$ cat src/rtl/mcu_int_arbiter.sv
// mcu_int_arbiter
//   Prioritised interrupt arbiter between the raw interrupt lines and the
//   instruction controller. Rising edges on src_in latch pending bits.
//   Per-source and global enables gate eligibility. The lowest eligible
//   index wins and is presented with its ROM entry vector. The in-service
//   source is tracked through an ack / end-of-interrupt handshake.
//
// Ports
//   clk         clock, rising edge
//   rst         synchronous reset, active low
//   src_in      raw interrupt lines (rising edge = request)
//   cfg_we      register write strobe
//   cfg_addr    register select (0 IE, 1 PEND, 2 STAT, 3 VBASE_OFS)
//   cfg_wdata   register write data
//   cfg_rdata   register read data, combinational from cfg_addr
//   irq_req     request to controller
//   irq_id      requesting / in-service source index
//   irq_vector  VEC_BASE + VBASE_OFS + irq_id*VEC_STRIDE (mod 256)
//   irq_ack     controller took the interrupt (one-cycle pulse)
//   irq_eoi     service routine returned (one-cycle pulse)
//
// state   | meaning
// IDLE    | nothing requested or in service
// REQ     | presenting the current winner to the controller
// SERVICE | winner acknowledged, waiting for eoi (no nesting)

module mcu_int_arbiter #(
  parameter int unsigned NSRC       = 4,
  parameter logic [7:0]  VEC_BASE   = 8'd19,
  parameter logic [7:0]  VEC_STRIDE = 8'd16
) (
  input  logic            clk,
  input  logic            rst,
  input  logic [NSRC-1:0] src_in,
  input  logic            cfg_we,
  input  logic [1:0]      cfg_addr,
  input  logic [15:0]     cfg_wdata,
  output logic [15:0]     cfg_rdata,
  output logic            irq_req,
  output logic [2:0]      irq_id,
  output logic [7:0]      irq_vector,
  input  logic            irq_ack,
  input  logic            irq_eoi
);

  typedef enum logic [1:0] {
    ST_IDLE    = 2'd0,
    ST_REQ     = 2'd1,
    ST_SERVICE = 2'd2
  } state_e;

  state_e          state_q, state_d;
  logic [2:0]      id_q, id_d;
  logic [NSRC-1:0] pend_q, pend_d;
  logic [NSRC-1:0] ie_q, ie_d;
  logic            ge_q, ge_d;
  logic [7:0]      ofs_q, ofs_d;
  logic [NSRC-1:0] src_d_q, src_d_d;

  logic [NSRC-1:0] src_edge;
  logic [NSRC-1:0] elig;
  logic [NSRC-1:0] w1c;
  logic [NSRC-1:0] ack_clr;
  logic [2:0]      winner;

  // Not every write-data bit maps to a register field.
  logic unused_wdata;
  assign unused_wdata = ^cfg_wdata;

  always_ff @(posedge clk) begin
    if (!rst) begin
      state_q <= ST_IDLE;
      id_q    <= '0;
      pend_q  <= '0;
      ie_q    <= '0;
      ge_q    <= 1'b0;
      ofs_q   <= '0;
      src_d_q <= '0;
    end else begin
      state_q <= state_d;
      id_q    <= id_d;
      pend_q  <= pend_d;
      ie_q    <= ie_d;
      ge_q    <= ge_d;
      ofs_q   <= ofs_d;
      src_d_q <= src_d_d;
    end
  end

  always_comb begin
    src_edge = src_in & ~src_d_q;
    src_d_d  = src_in;
    elig     = pend_q & ie_q & {NSRC{ge_q}};
    w1c      = (cfg_we && (cfg_addr == 2'd1)) ? cfg_wdata[NSRC-1:0] : '0;
  end

  // Fixed priority: scan downwards so the lowest set index is the last write.
  always_comb begin
    winner = '0;
    for (int i = int'(NSRC) - 1; i >= 0; i--) begin
      if (elig[i]) winner = 3'(i);
    end
  end

  always_comb begin
    state_d = state_q;
    id_d    = id_q;
    ack_clr = '0;
    irq_req = 1'b0;
    case (state_q)
      ST_IDLE: begin
        if (|elig) begin
          state_d = ST_REQ;
          id_d    = winner;
        end
      end
      ST_REQ: begin
        // Losing eligibility withdraws the request immediately; an ack
        // arriving in that cycle has nothing valid to acknowledge.
        if (!(|elig)) begin
          state_d = ST_IDLE;
        end else begin
          irq_req = 1'b1;
          if (irq_ack) begin
            state_d = ST_SERVICE;
            for (int i = 0; i < int'(NSRC); i++) begin
              if (id_q == 3'(i)) ack_clr[i] = 1'b1;
            end
          end else begin
            id_d = winner;
          end
        end
      end
      ST_SERVICE: begin
        if (irq_eoi) state_d = ST_IDLE;
      end
      default: state_d = ST_IDLE;
    endcase
  end

  // A new edge wins over any clear arriving in the same cycle.
  always_comb begin
    pend_d = (pend_q & ~w1c & ~ack_clr) | src_edge;
    ie_d   = ie_q;
    ge_d   = ge_q;
    ofs_d  = ofs_q;
    if (cfg_we) begin
      case (cfg_addr)
        2'd0: begin
          ie_d = cfg_wdata[NSRC-1:0];
          ge_d = cfg_wdata[15];
        end
        2'd3:    ofs_d = cfg_wdata[7:0];
        default: ;
      endcase
    end
  end

  always_comb begin
    cfg_rdata = '0;
    case (cfg_addr)
      2'd0: begin
        cfg_rdata[NSRC-1:0] = ie_q;
        cfg_rdata[15]       = ge_q;
      end
      2'd1: cfg_rdata[NSRC-1:0] = pend_q;
      2'd2: cfg_rdata = {(state_q == ST_SERVICE), 5'b0, state_q, 5'b0, id_q};
      default: cfg_rdata = {8'b0, ofs_q};
    endcase
  end

  assign irq_id     = id_q;
  assign irq_vector = VEC_BASE + ofs_q + ({5'b0, id_q} * VEC_STRIDE);

endmodule
$ cat config.mk
export PLATFORM = sky130hd
export DESIGN_NAME = mcu_int_arbiter
export DESIGN_NICKNAME = d
export VERILOG_FILES = /design/src/rtl/mcu_int_arbiter.sv
export SDC_FILE = /design/constraint.sdc
export NUM_CORES = 1
export LEC_CHECK = 0
export ABC_AREA = 0
export ABC_CLOCK_PERIOD_IN_PS = 3900
export CAP_MARGIN = 20
export CORE_MARGIN = 5
export CORE_UTILIZATION = 40
export DETAILED_ROUTE_END_ITERATION = 7
export PLACE_DENSITY_LB_ADDON = 0.12
export SYNTH_ARGS = -nofsm -noshare
export SYNTH_HDL_FRONTEND = slang
export SYNTH_SLANG_ARGS = --single-unit
export TNS_END_PERCENT = 5
$ cat constraint.sdc
create_clock -name clk -period 3.9 [get_ports clk]
set_input_delay 0.78 -clock clk [delete_from_list [all_inputs] [get_ports clk]]
set_output_delay 0.78 -clock clk [all_outputs]
set_load 0.05 [all_outputs]
==> impl_metrics.toml, run 1 <==
[run_status]
status = "finished clean"

[timing]
setup_tns_ns = 0
finalHoldViolations = 0
setup_viol = 0
fin_crit_sh_pct = 92.56
worst_pin_slew_ns = 0.5310
post-route-min-period_ns = 3.610
fmax_ghz = 0.2770
drv_slew = 0
maxSlewHeadroom_pct = 64.44
skew_ns = 0.005760
grt_setup_unrepaired = "false"

[layout]
synthToLayoutAreaGrowth_pct = 31.91
diodes = 0
multiInputGateArea_sq_um = 797.0
final_common_cell = "clkdlybuf4s50_1"
drive_gt1_share_pct = 9.000
seqCellArea_sq_um = 500.5
layout.nets = 235
fin_util_pct = 55.21
final_cell_mix = "clkdlybuf4s50_1 (37), dfxtp_1 (25), nor2_1 (18)"
fill_cells = 331

[placed_design]
io_buffers = 41
gp_congestion = 0.8482
dp_hpwl_um = 2637

[synthesis]
mappedNetlistArea_sq_mm = 0.001408
ys_types = 41
synth_top_family_by_area = "simple AND/OR/NAND/NOR gates"
yosys.area_share.simple_pct = 18.93
synth_xor_area_share_pct = 3.111
synthFlopType = "dfxtp_1"
synth_compound_area_share_pct = 12.36
synth-seq-cells = 25
synth_mux_area_share_pct = 13.87
synth-edff-count = 0
ys_seq_area_share_pct = 35.56
avgSynthCellArea_sq_um = 8.798
ys.warnings.count = 0
synthCells = 160
synthAdderAreaFrac_pct = 6.756
synth-async-reset-ratio_pct = 0

[setup_path]
worst_setup_path_start_kind = "flop"
crit_type = "flop to output pin"
slowest_stage = "clkdlybuf4s50_1"
endpoint_kind = "output pin"
cpMostUsedCell = "ha_1"
r2r-start = "ie_q[1]$_SDFFE_PN0P_"
path_cells = "ha_1, ha_1, a31o_2, a21oi_1, xnor2_1, clkdlybuf4s50_1"
reg2regPathDepth = 4
required_ns = 3.12
rrSetupSlack_ns = 2.38
r2r-end = "pend_q[1]$_SDFF_PN0_"
max_stage_delay_ns = 0.82
path_max_fanout = 8
critPathArrivalTime_ns = 2.83

[pwr]
ir_worst_vdd_uv = 192.0
power_mw = 0.5147
leakage_nw = 0.7773
p_per_area_mw_per_mm2 = 277.2

[detailed_routing]
dr.first_iter.drc_count = 47
routed_wl_um = 3259
wl_per_cell_um = 13.25
vias = 1198
drtAntennaViolNets = 0
viasPerCell = 4.870
first_pass_iters = 4
drc = 0

[clock_network]
clkSinkCount = 25
cts_buffers = 3
clock_latency_ns = 0.31
hold_buffers = 0
clockRootBuffer = "clkbuf_4"
clock_path_buffers = 2
path_clk_slew_ns = 0.14
cts.htree.levels = 1
cts_resized = 0
cts_tree = "built"
cts_setup_buffers = 0

[global_routing]
antenna_found_initial = 0
track_usage_pct = 13.64
grt_pass1_wl_um = 5478
overflow = 0
grt_max_degree = 17
grt_pass1_vias = 1189

[job]
maxCapViolCount = 0

[min_path]
min_from = "src_d_q[0]$_SDFF_PN0_"
hold_path.class = "flop to flop"
whs_path_depth = 1
hold_end = "pend_q[0]$_SDFF_PN0_"

[floorplan]
initial_core_util_pct = 41.85
ios = 55
rows = 21
die-area_sq_mm = 0.004805
die_w_um = 69.32
core_sq_mm = 0.003363
die_h_um = 69.32
-- stage by stage --
| step | instances | hold WS (ns) | worst slack, ns | instance area, sq um |
|---|---|---|---|---|
| floorplan | 165 | 0.3881 | 0.6551 | 1426 |
| global placement | 242 | 0.3924 | 0.6382 | 1831 |
| detailed placement | 242 | 0.4017 | 0.6188 | 1831 |
| CTS | 246 | 0.4206 | 0.2522 | 1857 |
| global route | 246 | 0.4421 | 0.09962 | 1857 |
| finish | 246 | 0.4176 | 0.2902 | 1857 |
-- where the power goes --
group | leakage [nW] | switching [mW] | internal, mW
logic | 0.558 | 0.0730 | 0.0494
clock network | 0.0150 | 0.0762 | 0.0400
registers | 0.205 | 0.00982 | 0.266
-- cells in the mapped netlist (all sizes together), types with 4 or more instances --
cell type,number,area (sq um)
dfxtp,25,500.5
clkbuf,5,18.77
a22o,4,37.54
a21oi,5,25.02
mux2i,15,150.1
nor2,18,67.56
and3,4,25.02
nand3,5,30.03
inv,16,60.06
ha,6,75.07
buf,7,50.04
xnor2,5,43.79
nand2,13,48.80
-- sequential cells by signal, indices dropped and copies added, names as in the netlist --
register / cells
ge_q: 1
irq_id: 2
ie_q: 4
pend_q: 4
src_d_q: 4
state_q: 2
ofs_q: 8
-- cell type report --
| cell class | instances | area share (%) |
|---|---|---|
| sequential | 25 | 26.95 |
| clock buffer | 4 | 1.415 |
| timing repair buffer | 43 | 22.37 |
| inverter | 16 | 3.235 |
| tap | 46 | 3.100 |
| multi-input combinational | 112 | 42.92 |
-- worst max-delay path: cells and delay by family, from the launching register on --
family                   cells  cell delay [ns]
buffers and inverters        1             0.82
flip-flops                   1             0.50
AO/OA/AOI/OAI                2             0.43
XOR/XNOR                     1             0.14
adder cells (fa/ha/maj)      2             0.63
-- per-layer routing --
| metal | wire length [um] | vias up | part of all wire [%] | global-route usage (%) |
|---|---|---|---|---|
| met5 | 0 | - | 0 | 0 |
| met4 | 19 | 0 | 0.58 | 2.820 |
| met3 | 218 | 2 | 6.7 | 5.072 |
| met2 | 1584 | 36 | 49 | 23.83 |
| met1 | 1437 | 541 | 44 | 15.87 |
| li1 | - | 619 | - | - |
-- how the worst max path moves through the flow --
stage	startpoint	to	slack, ns	cells after the start
6_report	irq_id[1]$_SDFFE_PN0P_	irq_vector[7]	0.29	6
5_1_grt	irq_id[1]$_SDFFE_PN0P_	irq_vector[7]	0.1	6
4_1_cts	irq_id[1]$_SDFFE_PN0P_	irq_vector[7]	0.25	6
3_5_place_dp	cfg_addr[1]	cfg_rdata[6]	0.62	4
3_3_place_gp	cfg_addr[1]	cfg_rdata[5]	0.64	4
2_1_floorplan	cfg_addr[1]	cfg_rdata[8]	0.66	3
-- kinds of logic (layout without fill, tap and decap cells) --
kind of cell,Yosys count,count (layout)
adder cells (fa/ha/maj),7,7
XOR/XNOR,5,5
other,1,6
AO/OA/AOI/OAI,24,24
AND/OR/NAND/NOR,53,53
buffers and inverters,28,63
flip-flops,25,25
multiplexers,17,17
Power figures use the tool's default switching activity.
==> run 2, diff against run 1 <==
--- a/config.mk
+++ b/config.mk
@@ -12,6 +12,7 @@
 export CORE_UTILIZATION = 40
 export DETAILED_ROUTE_END_ITERATION = 7
 export PLACE_DENSITY_LB_ADDON = 0.12
+export REMOVE_ABC_BUFFERS = 1
 export SYNTH_ARGS = -nofsm -noshare
 export SYNTH_HDL_FRONTEND = slang
 export SYNTH_SLANG_ARGS = --single-unit
==> impl_metrics.toml, run 2 (synthesis gave the netlist of run 1 again) <==
[run_status]
status = "finished clean"

[setup_path]
required_ns = 3.12
max_stage_delay_ns = 0.81
worst_setup_path_start_kind = "flop"
cp_top_family = "buffers and inverters"
path_max_fanout = 8
cp_num_buf_inv = 1
endpoint_kind = "output pin"
crit_type = "flop to output pin"
cpMostUsedCell = "ha_1"
rrSetupSlack_ns = 2.43
path_cells = "ha_1, ha_1, a31o_2, a21oi_1, xnor2_1, clkdlybuf4s50_1"
critPathArrivalTime_ns = 2.87
slowest_stage = "clkdlybuf4s50_1"

[detailed_routing]
drtAntennaViolNets = 0
dr.first_iter.drc_count = 45
vias = 1221
drc = 0
viasPerCell = 4.963
routed_wl_um = 3368
first_pass_iters = 4
wl_per_cell_um = 13.69

[floorplan]
core_sq_mm = 0.003363
ios = 55
die_h_um = 69.32
die_w_um = 69.32
rows = 21
die-area_sq_mm = 0.004805
initial_core_util_pct = 41.85

[layout]
fill_cells = 333
synthToLayoutAreaGrowth_pct = 31.91
seqCellArea_sq_um = 500.5
fin_cells = 246
final_cell_mix = "clkdlybuf4s50_1 (37), dfxtp_1 (25), nor2_1 (18)"
multiInputGateArea_sq_um = 797.0
largest_reg_flops = 8
drive_gt1_share_pct = 9.000
layout.nets = 235
final_area_sq_mm = 0.001857
diodes = 0
fin_util_pct = 55.21
final_common_cell = "clkdlybuf4s50_1"
largest-register = "ofs_q"

[timing]
setup_viol = 0
finalHoldViolations = 0
drv_slew = 0
skew_ns = 0.0009223
post-route-min-period_ns = 3.650
fmax_ghz = 0.2740
worst_pin_slew_ns = 0.5436
fin_crit_sh_pct = 93.60
setup_tns_ns = 0
maxSlewHeadroom_pct = 63.72
grt_setup_unrepaired = "false"
fin_hold_ws_ns = 0.4236
fin_ws_ns = 0.2497

[clock_network]
clockRootBuffer = "clkbuf_4"
clock_latency_ns = 0.32
cts_resized = 0
hold_buffers = 0
cts_tree = "built"
clkSinkCount = 25
clock_path_buffers = 2
path_clk_slew_ns = 0.13
cts_buffers = 3
cts_setup_buffers = 0
cts.htree.levels = 1

[pwr]
p_per_area_mw_per_mm2 = 278.8
leakage_nw = 0.7773
ir_worst_vdd_uv = 137.0
power_mw = 0.5176

[placed_design]
placed_area_sq_mm = 0.001831
pre_cts_ws_ns = 0.6323
dp.cells = 242
dp_hpwl_um = 2720
io_buffers = 41
gp_congestion = 0.7976

[global_routing]
track_usage_pct = 14.38
antenna_found_initial = 0
grt_max_degree = 17
grt_pass1_wl_um = 5747
overflow = 0
grt_pass1_vias = 1229

[job]
maxCapViolCount = 0

[min_path]
hold_path.class = "flop to flop"
run 2: worst paths after layout:
kind                                             start  depth (start not counted)                    to
worst max-delay path            irq_id[1]$_SDFFE_PN0P_                          6         irq_vector[7]
worst max register to register    ie_q[3]$_SDFFE_PN0P_                          4  pend_q[1]$_SDFF_PN0_
worst min-delay path             src_d_q[0]$_SDFF_PN0_                          1  pend_q[0]$_SDFF_PN0_
worst min register to register   src_d_q[0]$_SDFF_PN0_                          1  pend_q[0]$_SDFF_PN0_
run 2: final cells by class:
cell class,instances,area share [%]
Multi-Input combinational cell,112,42.92
Sequential cell,25,26.95
Timing Repair Buffer,43,22.37
Inverter,16,3.235
Tap cell,46,3.100
Clock buffer,4,1.415
run 2: per-layer routing:
metal,GRT usage (%),part of all wire [%],vias to the layer above
li1,-,-,617
met4,3.905,1.2,0
met2,24.68,50,36
met5,0,0,-
met1,18.01,44,563
met3,3.188,5.5,5
run 2: power by group:
group	total, mW	internal (mW)	switching [mW]
clock	0.119	0.0401	0.0792
combinational	0.123	0.0495	0.0731
sequential	0.276	0.266	0.00932
total	0.518	0.356	0.162
==> run 3, diff against run 2 <==
--- a/config.mk
+++ b/config.mk
@@ -6,11 +6,12 @@
 export NUM_CORES = 1
 export LEC_CHECK = 0
 export ABC_AREA = 0
-export ABC_CLOCK_PERIOD_IN_PS = 3900
+export ABC_CLOCK_PERIOD_IN_PS = 3000
 export CAP_MARGIN = 20
 export CORE_MARGIN = 5
-export CORE_UTILIZATION = 40
+export CORE_UTILIZATION = 39
 export DETAILED_ROUTE_END_ITERATION = 7
+export MAX_ROUTING_LAYER = met4
 export PLACE_DENSITY_LB_ADDON = 0.12
 export REMOVE_ABC_BUFFERS = 1
 export SYNTH_ARGS = -nofsm -noshare
==> constraint.sdc (replaced) <==
create_clock -name clk -period 3 [get_ports clk]
set_input_delay 0.6 -clock clk [delete_from_list [all_inputs] [get_ports clk]]
set_output_delay 0.6 -clock clk [all_outputs]
set_load 0.05 [all_outputs]
==> impl_metrics.toml, run 3 (synthesis gave the netlist of run 1 again) <==
[run_status]
status = "finished clean"

[clock_network]
clockRootBuffer = "clkbuf_4"
clkSinkCount = 25
cts_setup_buffers = 0
clock_latency_ns = 0.32
hold_buffers = 0
cts_resized = 0
path_clk_slew_ns = 0.14
cts_tree = "built"
cts_buffers = 3
clock_path_buffers = 2
cts.htree.levels = 1

[setup_path]
rrSetupSlack_ns = 1.52
cp_top_family = "adder cells"
crit_type = "flop to output pin"
cpMostUsedCell = "ha_1"
path_max_fanout = 8
cp-startpoint = "irq_id[1]$_SDFFE_PN0P_"
cp_num_buf_inv = 1
max_stage_delay_ns = 0.52
slowest_stage = "dfxtp_1"
path_cells = "ha_1, ha_1, a31o_2, a21oi_1, xnor2_1, buf_12"
critPathArrivalTime_ns = 2.28
r2r-end = "pend_q[1]$_SDFF_PN0_"
worst_setup_path_start_kind = "flop"
endpoint_kind = "output pin"
reg2regPathDepth = 4
required_ns = 2.40
cp.depth = 6
r2r-start = "pend_q[3]$_SDFF_PN0_"
worstSetupEndpoint = "irq_vector[7]"

[pwr]
power_mw = 0.6808
p_per_area_mw_per_mm2 = 346.8
leakage_nw = 0.8615
swShare_pct = 31.54
switchingPower_mw = 0.2147
p_seq_share_pct = 52.7
combPwrFrac_pct = 24.6
ir_worst_vdd_uv = 224.1
p_int_mw = 0.4661
power_frac_clock_pct = 22.7

[detailed_routing]
first_pass_iters = 4
drc = 0
viasPerCell = 5.045
wl_per_cell_um = 14.07
drtAntennaViolNets = 0
routed_wl_um = 3462
vias = 1241
dr.first_iter.drc_count = 46

[timing]
grt_setup_unrepaired = "true"
setup_tns_ns = 0
worst_pin_slew_ns = 0.5508
setup_viol = 0
post-route-min-period_ns = 2.883
skew_ns = 0.007461
drv_slew = 0
maxSlewHeadroom_pct = 63.12
fin_crit_sh_pct = 96.11
fmax_ghz = 0.3468
finalHoldViolations = 0

[global_routing]
antenna_found_initial = 0
overflow = 0
grt_max_degree = 17
track_usage_pct = 15.12
grt_pass1_vias = 1297
grt_pass1_wl_um = 5996

[placed_design]
gp_congestion = 0.8007
io_buffers = 41
dp.cells = 242
dp_hpwl_um = 2756

[layout]
synthToLayoutAreaGrowth_pct = 39.47
fin_util_pct = 57.47
largest-register = "ofs_q"
drive_gt1_share_pct = 14.50
fin_cells = 246
final_cell_mix = "dfxtp_1 (25), clkdlybuf4s50_1 (25), nor2_1 (18)"
diodes = 0
layout.nets = 235
multiInputGateArea_sq_um = 797.0
largest_reg_flops = 8
seqCellArea_sq_um = 500.5
fill_cells = 349

[floorplan]
ios = 55
die_h_um = 70.08
die-area_sq_mm = 0.004911
core_sq_mm = 0.003416
initial_core_util_pct = 41.21
rows = 21
die_w_um = 70.08

[job]
maxCapViolCount = 0

[min_path]
hold_path.class = "flop to flop"
[run 3: cell types whose count changed in the layout (fill, tap and decap cells not counted)]
cell	delta
clkbuf_1	-1
buf_12	+10
clkdlybuf4s50_1	-12
dlymetal6s2s_1	+2
clkinv_2	+1
[run 3: worst min path at each step]
stage | start | slack (ns) | cells past startpoint | to
3_5_place_dp | src_d_q[0]$_SDFF_PN0_ | 0.40 | 1 | pend_q[0]$_SDFF_PN0_
3_3_place_gp | src_d_q[0]$_SDFF_PN0_ | 0.39 | 1 | pend_q[0]$_SDFF_PN0_
5_1_grt | src_d_q[0]$_SDFF_PN0_ | 0.46 | 1 | pend_q[0]$_SDFF_PN0_
6_report | src_d_q[0]$_SDFF_PN0_ | 0.42 | 1 | pend_q[0]$_SDFF_PN0_
2_1_floorplan | src_d_q[0]$_SDFF_PN0_ | 0.39 | 1 | pend_q[0]$_SDFF_PN0_
4_1_cts | src_d_q[0]$_SDFF_PN0_ | 0.42 | 1 | pend_q[0]$_SDFF_PN0_
[run 3: final cells by class]
type                       instances  area share (%)
multi-input combinational        112           40.60
tap                               46           2.932
clock buffer                       3           1.147
timing repair buffer              43           26.51
clock inverter                     1          0.2549
sequential                        25           25.49
inverter                          16           3.059
[run 3: routing by layer]
layer	track usage (%)	vias up	routed length (um)
li1	-	623	-
met1	18.60	583	1576
met2	25.39	30	1717
met3	2.439	5	125
met4	4.681	0	42
met5	-	-	0
[run 3: stage by stage]
stage / hold slack, ns / area, sq um / setup slack, ns
after floorplan: 0.3881 / 1358 / 0.01349
after global placement: 0.3903 / 1931 / 0.3081
after detailed placement: 0.4029 / 1931 / 0.2998
after CTS: 0.4220 / 1958 / 0.008058
after global routing: 0.4614 / 1963 / -0.05054
final: 0.4223 / 1963 / 0.1166
[run 3: power by group through the flow]
stage          clock [mW]  combinational (mW)  sequential [mW]
6_report            0.155               0.167            0.359
5_1_grt             0.177               0.179            0.361
4_1_cts             0.158               0.168            0.359
3_5_place_dp            0               0.168            0.366
3_3_place_gp            0               0.165            0.365
2_1_floorplan           0              0.0974            0.362
